## src/rtl/rr_req_arbiter.sv

```systemverilog
// Round-robin arbiter with a one-hot registered grant.
// The grant is held until the owner releases it or the watchdog expires.
module or_n_to_1 #(
  parameter int N = 8
) (
  input  logic [N-1:0] in_i,
  output logic         out_o
);

  assign out_o = |in_i;

endmodule

module rr_req_arbiter #(
  parameter int NUM_INPUTS     = 8,
  parameter int TIMEOUT_CYCLES = 16,
  localparam int IDX_W         = $clog2(NUM_INPUTS)
) (
  input  logic                  clk,
  input  logic                  rst_n,
  input  logic [NUM_INPUTS-1:0] req,
  input  logic                  done,
  output logic [NUM_INPUTS-1:0] gnt,
  output logic                  gnt_valid,
  output logic [IDX_W-1:0]      gnt_idx,
  output logic                  any_req,
  output logic                  timeout_err
);

  localparam int CNT_W   = (TIMEOUT_CYCLES > 1) ? $clog2(TIMEOUT_CYCLES) : 1;
  localparam int TO_LAST = (TIMEOUT_CYCLES > 0) ? TIMEOUT_CYCLES - 1 : 0;

  typedef enum logic {
    IDLE,
    GRANT
  } state_t;

  state_t                  state_q;
  logic [NUM_INPUTS-1:0]   gnt_q;
  logic [IDX_W-1:0]        idx_q;
  logic [IDX_W-1:0]        ptr_q;
  logic [CNT_W-1:0]        cnt_q;
  logic                    valid_q;
  logic                    terr_q;

  logic [IDX_W:0]          cand;
  logic [IDX_W-1:0]        sel_idx;
  logic [IDX_W-1:0]        idx_inc;
  logic                    rel_done;
  logic                    rel_drop;
  logic                    rel_to;

  or_n_to_1 #(
    .N (NUM_INPUTS)
  ) u_or (
    .in_i  (req),
    .out_o (any_req)
  );

  // Scan downwards so the lowest offset from ptr wins.
  always_comb begin
    cand    = '0;
    sel_idx = '0;
    for (int k = NUM_INPUTS - 1; k >= 0; k--) begin
      cand = {1'b0, ptr_q} + (IDX_W+1)'(k);
      if (cand >= (IDX_W+1)'(NUM_INPUTS)) begin
        cand = cand - (IDX_W+1)'(NUM_INPUTS);
      end
      if (req[cand[IDX_W-1:0]]) begin
        sel_idx = cand[IDX_W-1:0];
      end
    end
  end

  assign idx_inc  = (idx_q == IDX_W'(NUM_INPUTS - 1)) ? '0 : idx_q + 1'b1;
  assign rel_done = done;
  assign rel_drop = ~req[idx_q];
  assign rel_to   = (TIMEOUT_CYCLES != 0) && (cnt_q == CNT_W'(TO_LAST));

  always_ff @(posedge clk) begin
    if (!rst_n) begin
      state_q <= IDLE;
      gnt_q   <= '0;
      idx_q   <= '0;
      ptr_q   <= '0;
      cnt_q   <= '0;
      valid_q <= 1'b0;
      terr_q  <= 1'b0;
    end else begin
      terr_q <= 1'b0;
      unique case (state_q)
        IDLE: begin
          if (any_req) begin
            gnt_q   <= {{(NUM_INPUTS-1){1'b0}}, 1'b1} << sel_idx;
            idx_q   <= sel_idx;
            valid_q <= 1'b1;
            cnt_q   <= '0;
            state_q <= GRANT;
          end
        end
        GRANT: begin
          if (rel_done || rel_drop || rel_to) begin
            gnt_q   <= '0;
            valid_q <= 1'b0;
            ptr_q   <= idx_inc;
            state_q <= IDLE;
            // A watchdog hit that coincides with a normal release is not an error.
            terr_q  <= rel_to && !rel_done && !rel_drop;
          end else if (TIMEOUT_CYCLES != 0 && cnt_q != CNT_W'(TO_LAST)) begin
            cnt_q <= cnt_q + 1'b1;
          end
        end
        default: state_q <= IDLE;
      endcase
    end
  end

  assign gnt         = gnt_q;
  assign gnt_valid   = valid_q;
  assign gnt_idx     = idx_q;
  assign timeout_err = terr_q;

`ifndef SYNTHESIS
  a_onehot: assert property (@(posedge clk) $onehot0(gnt));
  a_valid:  assert property (@(posedge clk) gnt_valid == |gnt);
  a_owner:  assert property (@(posedge clk) !gnt_valid || gnt[gnt_idx]);
`endif

endmodule

```

## config.mk

```make
export PLATFORM = sky130hd
export DESIGN_NAME = rr_req_arbiter
export DESIGN_NICKNAME = d
export VERILOG_FILES = /design/src/rtl/rr_req_arbiter.sv
export SDC_FILE = /design/constraint.sdc
export NUM_CORES = 1
export LEC_CHECK = 0
export ABC_AREA = 1
export CAP_MARGIN = 10
export CELL_PAD_IN_SITES_DETAIL_PLACEMENT = 0
export CELL_PAD_IN_SITES_GLOBAL_PLACEMENT = 2
export CORE_ASPECT_RATIO = 0.8
export CORE_MARGIN = 3
export CORE_UTILIZATION = 28
export CTS_CLUSTER_DIAMETER = 50
export DETAILED_ROUTE_END_ITERATION = 6
export HOLD_SLACK_MARGIN = 0.02
export PLACE_DENSITY_LB_ADDON = 0.1
export RECOVER_POWER = 25
export SLEW_MARGIN = 20
export SYNTH_ARGS = -nofsm -noshare
export SYNTH_HDL_FRONTEND = slang
export SYNTH_SLANG_ARGS = --single-unit
```

## constraint.sdc

```tcl
create_clock -name clk -period 3 [get_ports clk]
set_input_delay 0.75 -clock clk [delete_from_list [all_inputs] [get_ports clk]]
set_output_delay 0.75 -clock clk [all_outputs]
set_load 0.02 [all_outputs]
```

==> results.yml <==
status:
  status: "finished clean"
logic_synthesis:
  ys_async_sr_fraction: 0
  synth_flop_cell: "dfxtp_1"
  synth_nets: 275
  synth_xor_area_frac: 0.005495
  syn_inst: 259
  yosysWarnings: 0
  synthAdderAreaFrac: 0.03925
  synth-seq-cells: 21
  seq_area_frac_synth: 0.2637
  syn_area_per_cell_sq_um: 6.155
  synth-edff-count: 0
  synth_mux_area_frac: 0
  synthSimpleGateAreaFrac: 0.4615
  synth_compound_area_frac: 0.1256
  ys_types: 24
  synth_top_family_by_area: "simple AND/OR/NAND/NOR gates"
  syn_area_sq_um: 1594
timing:
  hold_viol_final: 0
  period_needed_ns: 2.581
  slew_headroom: 0.7129
  final_max_slew_viol_count: 0
  final.period_utilization: 0.8602
  tightest_slew_ns: 0.4301
  fmax_mhz: 387.5
  layout_setup_ws_ns: 0.4194
  rsz0062_at_grt: "false"
  setup_violations: 0
  skew_ns: 0.005012
  holdWs_ns: 0.4612
  setup-tns-final_ns: 0
finish:
  drive_above_1_share: 0.1706
  area_growth_pct: 26.84
  final_nets: 310
  stdcell_count: 368
  diodes: 0
floorplanning:
  num_io_pins: 25
  die_y_um: 73.49
  rows: 23
  die_x_um: 90.36
  core_sq_um: 5238
  initial_core_util: 0.3043
  fp.dieArea_sq_um: 6640
drt:
  route.vias.total: 1689
  wl_per_cell_um: 11.74
  ant_nets: 0
  first_pass_iters: 4
  drcViolationCount: 0
  drtIter0Drc: 92
  drt-total-wl_mm: 4.321
  via_per_inst: 4.590
pwr:
  p_sw_frac: 0.4955
  vdd_drop_max_uv: 222.9
  clkPwrFrac: 0.128
  leakage_nw: 0.9234
  p_sw_mw: 0.7274
  power-per-cell-area_nw_per_um2: 726.0
  pwr-share-comb: 0.615
  p_seq_frac: 0.256
  p_int_mw: 0.7406
global_routing:
  grt_max_degree: 13
  grt-ovfl-total: 0
  grtUsageTotal: 0.1351
  grt_pass1_vias: 1500
  antenna_found_initial: 0
  grt_first_pass_wirelength_mm: 7.272
hold_path:
  min_delay_path_depth: 2
  min_path_type: "flop to flop"
  min_to: "gnt[7]"
  hold_path.startpoint: "gnt[7]"
worst_setup_path:
  start_kind: "primary input"
  crit_path_end_kind: "output pin"
  reg2reg_depth: 15
  required_ns: 2.25
  regToRegEndpoint: "gnt[1]"
  critPathMaxFanout: 2
  path_class: "primary input to output pin"
  rrSetupSlack_ns: 0.45
  cp_data_arrival_time_ns: 1.83
  r2r_start: "ptr_q[1]"
cts:
  clock_tree.buffer_depth: 2
  postCtsSetupBuffers: 0
  cts_sinks: 21
  clock_latency_ns: 0.26
  cts_buffers: 3
  cts_tree: "built"
  clk_pin_slew_ns: 0.08
  htreeDepth: 1
  root_buffer: "clkbuf_8"
placed_design:
  dp_slack_ns: 0.05390
  dp.cells: 364
  port_buffers: 24
  dp.final_hpwl_mm: 3.619
  routabilityCongestion: 0.8253
flow_run:
  maxCapViolCount: 0
## worst max-delay path by stage
| stage | startpoint | to | slack (ns) | cells past startpoint |
|---|---|---|---|---|
| floorplan | ptr_q[1] | gnt[1] | 0.90 | 18 |
| global placement | req[5] | any_req | 0.02 | 4 |
| detailed placement | req[5] | any_req | 0.05 | 4 |
| CTS | req[5] | any_req | 0.04 | 4 |
| global route | req[2] | gnt[6] | 0.17 | 14 |
| finish | req[5] | any_req | 0.42 | 4 |
## cell usage in the layout (no fill, tap or decap), drive strengths merged
cell	n
clkinv	2
a211oi	1
dlygate4sd3	7
a21oi	21
nor4	2
clkdlybuf4s50	16
dfxtp	21
o21ai	14
nor2	20
nor3	6
clkbuf	3
dlymetal6s2s	1
nand3	44
xnor2	1
buf	10
nand2	84
o22ai	1
ha	5
inv	34
## cell type report
class                      instances  area [sq um]
clock buffer                       3         41.29
clock inverter                     1         5.005
fill                             611          3216
inverter                          35         136.4
multi-input combinational        199          1007
sequential                        21         420.4
tap                               75         93.84
timing repair buffer              34         317.8
## routing by layer
layer	up-vias	GRT usage	part of all wire
li1	910	-	-
met1	749	0.2111	0.59
met2	30	0.1912	0.36
met3	0	0.03071	0.049
met4	0	0.01528	0
met5	-	0	0
## sequential cells by signal, summed over array words and instances (netlist names)
| signal | count |
|---|---|
| cnt_q | 4 |
| gnt | 8 |
| gnt_idx | 3 |
| gnt_valid | 1 |
| ptr_q | 3 |
| state_q | 1 |
| timeout_err | 1 |
## power by group through the flow
stage          registers, mW  logic, mW  clock network (mW)
2_1_floorplan          0.408      0.637                   0
3_3_place_gp           0.383      0.920                   0
3_5_place_dp           0.383      0.914                   0
4_1_cts                0.377      0.917               0.197
5_1_grt                0.385       1.02               0.209
6_report               0.376      0.903               0.188
## stage by stage
stage | cell area, sq um | total power [mW] | util
floorplan | 1594 | 1.044 | -
global placement | 1973 | 1.303 | 0.3767
detailed placement | 1973 | 1.297 | 0.3767
CTS | 2019 | 1.491 | 0.3856
global route | 2022 | 1.612 | 0.3860
finish | 2022 | 1.468 | 0.3860
## cells in the mapped netlist (2+ instances only)
library cell,n,area [sq um]
a21oi_1,18,90.09
ha_1,5,62.56
dfxtp_1,21,420.4
buf_6,2,22.52
nor2_1,16,60.06
o21ai_1,4,20.02
inv_2,9,33.78
inv_1,25,93.84
nand3_2,6,60.06
nand3_1,38,190.2
nor4_1,2,12.51
clkbuf_1,2,7.510
nand2_1,71,266.5
nor3_1,6,30.03
nand2_2,12,75.07
o21ai_0,10,50.05
nor2_2,3,18.77
a21oi_2,3,26.28
## what timing repair did
| action | 4_1_cts | 5_1_grt |
|---|---|---|
| hold buffers | 0 | 0 |
| resized for setup | 0 | 1 |
| endpoints found under the setup margin | 0 | 1 |
## kinds of logic (layout without fill, tap and decap cells)
family / after synthesis / count (layout)
adder cells (fa/ha/maj): 5 / 5
AO/OA/AOI/OAI: 37 / 37
AND/OR/NAND/NOR: 156 / 156
flip-flops: 21 / 21
XOR/XNOR: 1 / 1
buffers and inverters: 39 / 73
## critical path: stages
cell             delay, ns
clkdlybuf4s50_1       0.44
nor4_1                0.30
nand2_1               0.12
dlymetal6s2s_1        0.22
(Power assumes the default switching activity.)
==> RTL change 1 (same settings) <==
Set the parameter `TIMEOUT_CYCLES` to 8 (it was 16).
--- a/src/rtl/rr_req_arbiter.sv
+++ b/src/rtl/rr_req_arbiter.sv
@@ -15,3 +15,3 @@
   parameter int NUM_INPUTS     = 8,
-  parameter int TIMEOUT_CYCLES = 16,
+  parameter int TIMEOUT_CYCLES = 8,
   localparam int IDX_W         = $clog2(NUM_INPUTS)
Behaviour: not the same (a bounded check fails within 10 cycles, from zero or initial values and one cycle with rst_n low).
==> RTL change 1 against the original RTL <==
  * Die area increased by 4.1%
  * Core utilization decreased by 0.54 points
  * Combinational power decreased by 6.3%
  * Sequential cell count decreased by 1
  * Global-route usage decreased by 0.22 points
  * Power about the same
  * Cell area increased by 5.1%
  * Non-clock buffer count increased by 3
  * Count of clock-buffer cells in the layout unchanged
  * Setup slack got worse by 0.28 ns
  * Routed wire length decreased by 1.3%
  * Largest power group unchanged
  * Largest cell class unchanged
  * Synthesized area increased by 4.5%
==> RTL change 1: results (changes against the original RTL) <==
| Metric | Value |
|---|---|
| Post-CTS setup buffer count | 0 (unchanged) |
| Root Driver | clkbuf_8 |
| Fin Clk Skew | 0.00973 ns (+0.00472 ns) |
| Diodes inserted | 0 (unchanged) |
| GRT met1 Usage | 20.6% (-0.55 points) |
| Synth top area cells | dfxtp_1, nand2_1, nand3_2, nand3_1, nand2_2 |
| Share of cells above drive strength 1 | 25.0% (+7.9 points) |
| Via count | 1,641 (-2.8%) |
| Cts bufs inserted | 3 (unchanged) |
| Outcome | finished, final reports clean |
| Wire length of the first global-routing pass | 7300 um (+0.39%) |
| Post-DP Area | 2060 sq um (+4.3%) |
| Commonest cells post-synth | nand2_1, nand3_1, inv_1 |
| CP max stage delay | 0.55 ns (+0.11 ns) |
| Vias in the first global route | 1,494 (-0.40%) |
| Commonest register cell after synthesis | dfxtp_1 |
| Leakage power | 1.01 nW (+9.1%) |
| Worst Path Arrival | 2.11 ns (+0.28 ns) |
| WL per Instance | 11.7 um (-0.76%) |
| # resized after CTS | 0 (unchanged) |
| Port Buffer Count | 24 (unchanged) |
| Switching power total | 0.000675 W (-7.2%) |
| Yosys warns | 0 (unchanged) |
| Async SR Flop Fraction | 0% (unchanged) |
| Clk_lat worst skew | 0.27 ns |
| Max IR drop VDD | 0.000185 V (-17%) |
| Worst Tran Pin Value | 0.487 ns (+0.0564 ns) |
| Die area | 6920 sq um (+4.1%) |
| Routing usage on met3 | 3.00% (-0.074 points) |
| CP max FO | 2 (unchanged) |
| Tot GR Track Use | 13.3% (-0.22 points) |
| Mapped Cells | 252 (-2.7%) |
| M2 GR Usage | 18.5% (-0.60 points) |
| Filler cells | 642 (+5.1%) |
| Iteration-0 DRC Markers | 86 (-6.5%) |
| Critical-path top delay cell | clkdlybuf4s50_1 |
| Cell variety after synth | 27 (+13%) |
| Hpwl dp | 3470 um (-4.1%) |
| Hold/Removal Path Class | reg -> reg |
| Routed wire length | 4270 um (-1.3%) |
| CTS Buffer Depth | 2 (unchanged) |
| Final net count | 306 (-1.3%) |
| H-tree Lvls | 1 (unchanged) |
| 1st-pass router iterations | 4 (unchanged) |
| Most common cell in the netlist | nand2_1 |
| Clock slew at reported path FFs | 0.08 ns (about the same) |
| Placed Cells | 362 (-0.55%) |
| Register area share after synthesis | 24.0% (-2.3 points) |
| Largest net degree at the start of global routing | 14 (+1) |
| Mapped Nets | 269 (-2.2%) |
[RTL change 1: changes by cell type after synthesis, moves of 6 or more]
cell     delta
nor3_1      -6
nand3_2    +11
nand2_2     +7
nand3_1    -14
[RTL change 1: metal layers]
metal | vias to the layer above | share of wire (%)
li1 | 895 | -
met1 | 717 | 58
met2 | 24 | 37
met3 | 5 | 3.6
met4 | 0 | 1.0
met5 | - | 0
[RTL change 1: cell families after synthesis]
logic type	Yosys count	share of synthesized area (%)
AND/OR/NAND/NOR	154	47.6
buffers and inverters	36	9.99
AO/OA/AOI/OAI	34	11.6
flip-flops	20	24.0
adder cells (fa/ha/maj)	6	4.51
XOR/XNOR	1	1.65
multiplexers	1	0.601
[RTL change 1: worst paths after layout]
| check | startpoint | end | slack [ns] | cells after the start |
|---|---|---|---|---|
| max | req[5] | any_req | 0.14 | 4 |
| min | gnt[1]$_SDFFE_PN0P_ | gnt[1]$_SDFFE_PN0P_ | 0.46 | 2 |
| max reg2reg | ptr_q[1]$_SDFFE_PN0P_ | gnt[2]$_SDFFE_PN0P_ | 0.58 | 17 |
| min reg2reg | gnt[1]$_SDFFE_PN0P_ | gnt[1]$_SDFFE_PN0P_ | 0.46 | 2 |
[RTL change 1: worst max-delay path: cells and delay by family]
family                 cells  cell delay (ns)
AND/OR/NAND/NOR            2             0.39
buffers and inverters      2             0.97
[RTL change 1: area by class of cell]
type                            count  area, sq um  area share (%)
Clock buffer                        3         41.3            1.94
Clock inverter                      1         30.0            1.41
Multi-Input combinational cell    196         1090            51.5
Inverter                           31          124            5.83
Sequential cell                    20          400            18.8
Tap cell                           78         97.6            4.59
Timing Repair Buffer               37          338            15.9
[RTL change 1: through the flow]
stage | total power, W | setup slack [ns] | hold slack (ns)
floorplan | 0.000993 | 0.913 | 0.432
global placement | 0.00123 | 0.0769 | 0.454
detailed placement | 0.00122 | 0.107 | 0.455
CTS | 0.00150 | 0.0985 | 0.469
global route | 0.00162 | 0.0217 | 0.490
finish | 0.00147 | 0.135 | 0.463
[RTL change 1: power by group through the flow]
stage          sequential, W  clock (W)  combinational, W
4_1_cts             0.000352   0.000284          0.000864
2_1_floorplan       0.000378          0          0.000616
6_report            0.000349   0.000275          0.000846
3_5_place_dp        0.000357          0          0.000859
3_3_place_gp        0.000358          0          0.000868
5_1_grt             0.000355   0.000295          0.000973
==> RTL change 2 (same flow settings) <==
Without the edit above. Reset style: asynchronous (`rst_n`), changed in one clocked block.
--- a/src/rtl/rr_req_arbiter.sv
+++ b/src/rtl/rr_req_arbiter.sv
@@ -79,3 +79,3 @@
 
-  always_ff @(posedge clk) begin
+  always_ff @(posedge clk or negedge rst_n) begin
     if (!rst_n) begin
Check against the original RTL: differs if rst_n is asserted again (counterexample within 4 cycles, from zero or initial values and one cycle with rst_n low); with rst_n held inactive, the same outputs for 10 cycles.
==> RTL change 2 against the original RTL <==
  * Critical path depth rose by 1
  * Via count down 1.1%
  * Routed wire length is 2.5% higher
  * Critical path type unchanged
  * Highest routed layer is now met4
  * Sequential cell count unchanged
  * Cell area is 5.4% higher
  * Setup slack got worse by 0.18 ns
  * Synthesized area increased by 2.7%
  * Critical endpoint unchanged
  * Clock skew increased by 0.0017 ns
Power is left out: the tool's default activity adds up to more than one toggle a clock period on the data nets, which glitch-free logic cannot reach.
==> RTL change 2: results (changes against the original RTL) <==
| Metric | Value |
|---|---|
| Post-DP Area | 2090 sq um (+6.0%) |
| Wire length of the first global-routing pass | 7570 um (+4.1%) |
| Cell variety after synth | 21 (-13%) |
| Async SR Flop Fraction | 100% (+100 points) |
| WL per Instance | 11.8 um (+0.36%) |
| # resized after CTS | 1 (+1) |
| Reg2reg setup slack | 0.79 ns (+0.34 ns) |
| Routed met2 length | 1730 um (+11%) |
| Hpwl dp | 3720 um (+2.8%) |
| Vias in the first global route | 1,499 (-0.067%) |
| Place WS | -0.00663 ns (-0.0605 ns) |
| Largest net degree at the start of global routing | 22 (+9) |
| Fin Clk Skew | 0.00675 ns (+0.00173 ns) |
| Register area share after synthesis | 32.1% (+5.7 points) |
| Reg2reg path depth | 18 (+3) |
| Routing usage on met3 | 3.64% (+0.57 points) |
| Filler cells | 603 (-1.3%) |
| Synthesized area per cell | 6.44 sq um (+4.7%) |
| Worst Path Arrival | 2.01 ns (+0.18 ns) |
| Share of cells above drive strength 1 | 16.8% (-0.29 points) |
| Hold WS | 0.478 ns (+0.0167 ns) |
| GRT met1 Usage | 21.7% (+0.64 points) |
| Outcome | finished, final reports clean |
| Rel. slew slack | 24.8% (-46 points) |
| Vias per cell | 4.44 (-3.2%) |
| Max Clk Rate | 362 MHz (-6.6%) |
| Routability congestion estimate | 0.830 (+0.57%) |
| WL met1 | 2360 um (-7.6%) |
| Commonest register cell after synthesis | dfrtp_1 |
| Post-Layout Cell Count | 376 (+2.2%) |
| Placed Cells | 372 (+2.2%) |
| Final net count | 315 (+1.6%) |
| DR WL met3 | 334 um (+59%) |
## RTL change 2: cell types whose count changed after synthesis, moves of 5 or more
cell | unedited run | this run
nor3_1 | 6 | 1
dfrtp_1 | 0 | 21
nand2_1 | 71 | 93
o21ai_0 | 10 | 15
dfxtp_1 | 21 | 0
a21oi_1 | 18 | 6
## RTL change 2: final cells by class
| type | instances | area, sq um | area share [%] |
|---|---|---|---|
| clock buffer | 3 | 41.3 | 1.94 |
| clock inverter | 1 | 5.00 | 0.235 |
| inverter | 33 | 124 | 5.81 |
| multi-input combinational | 198 | 968 | 45.4 |
| sequential | 21 | 526 | 24.6 |
| tap | 78 | 97.6 | 4.58 |
| timing repair buffer | 42 | 370 | 17.4 |
## RTL change 2: worst min path at each step
stage          depth (start not counted)               endpoint
6_report                               2  gnt_valid$_DFFE_PN0P_
4_1_cts                                2  gnt_valid$_DFFE_PN0P_
3_5_place_dp                           2  gnt_valid$_DFFE_PN0P_
5_1_grt                                2  gnt_valid$_DFFE_PN0P_
3_3_place_gp                           2  gnt_valid$_DFFE_PN0P_
2_1_floorplan                          0   cnt_q[0]$_DFFE_PN0P_
## RTL change 2: critical path, stage by stage
cell             delay (ns)
clkdlybuf4s50_1        0.42
nor4_1                 0.30
buf_4                  0.16
nand2_1                0.06
dlygate4sd2_1          0.33
## RTL change 2: logic make-up (layout without fill, tap and decap cells)
kind of cell | count (synthesis) | in the layout | share of synthesized area (%)
DFF | 21 | 21 | 32.1
buffers and inverters | 35 | 79 | 8.72
adders and majority gates | 5 | 5 | 3.82
and+or+nand+nor | 170 | 170 | 47.4
AOI/OAI and AO/OA | 22 | 22 | 7.42
xor gates and xnor gates | 1 | 1 | 0.535
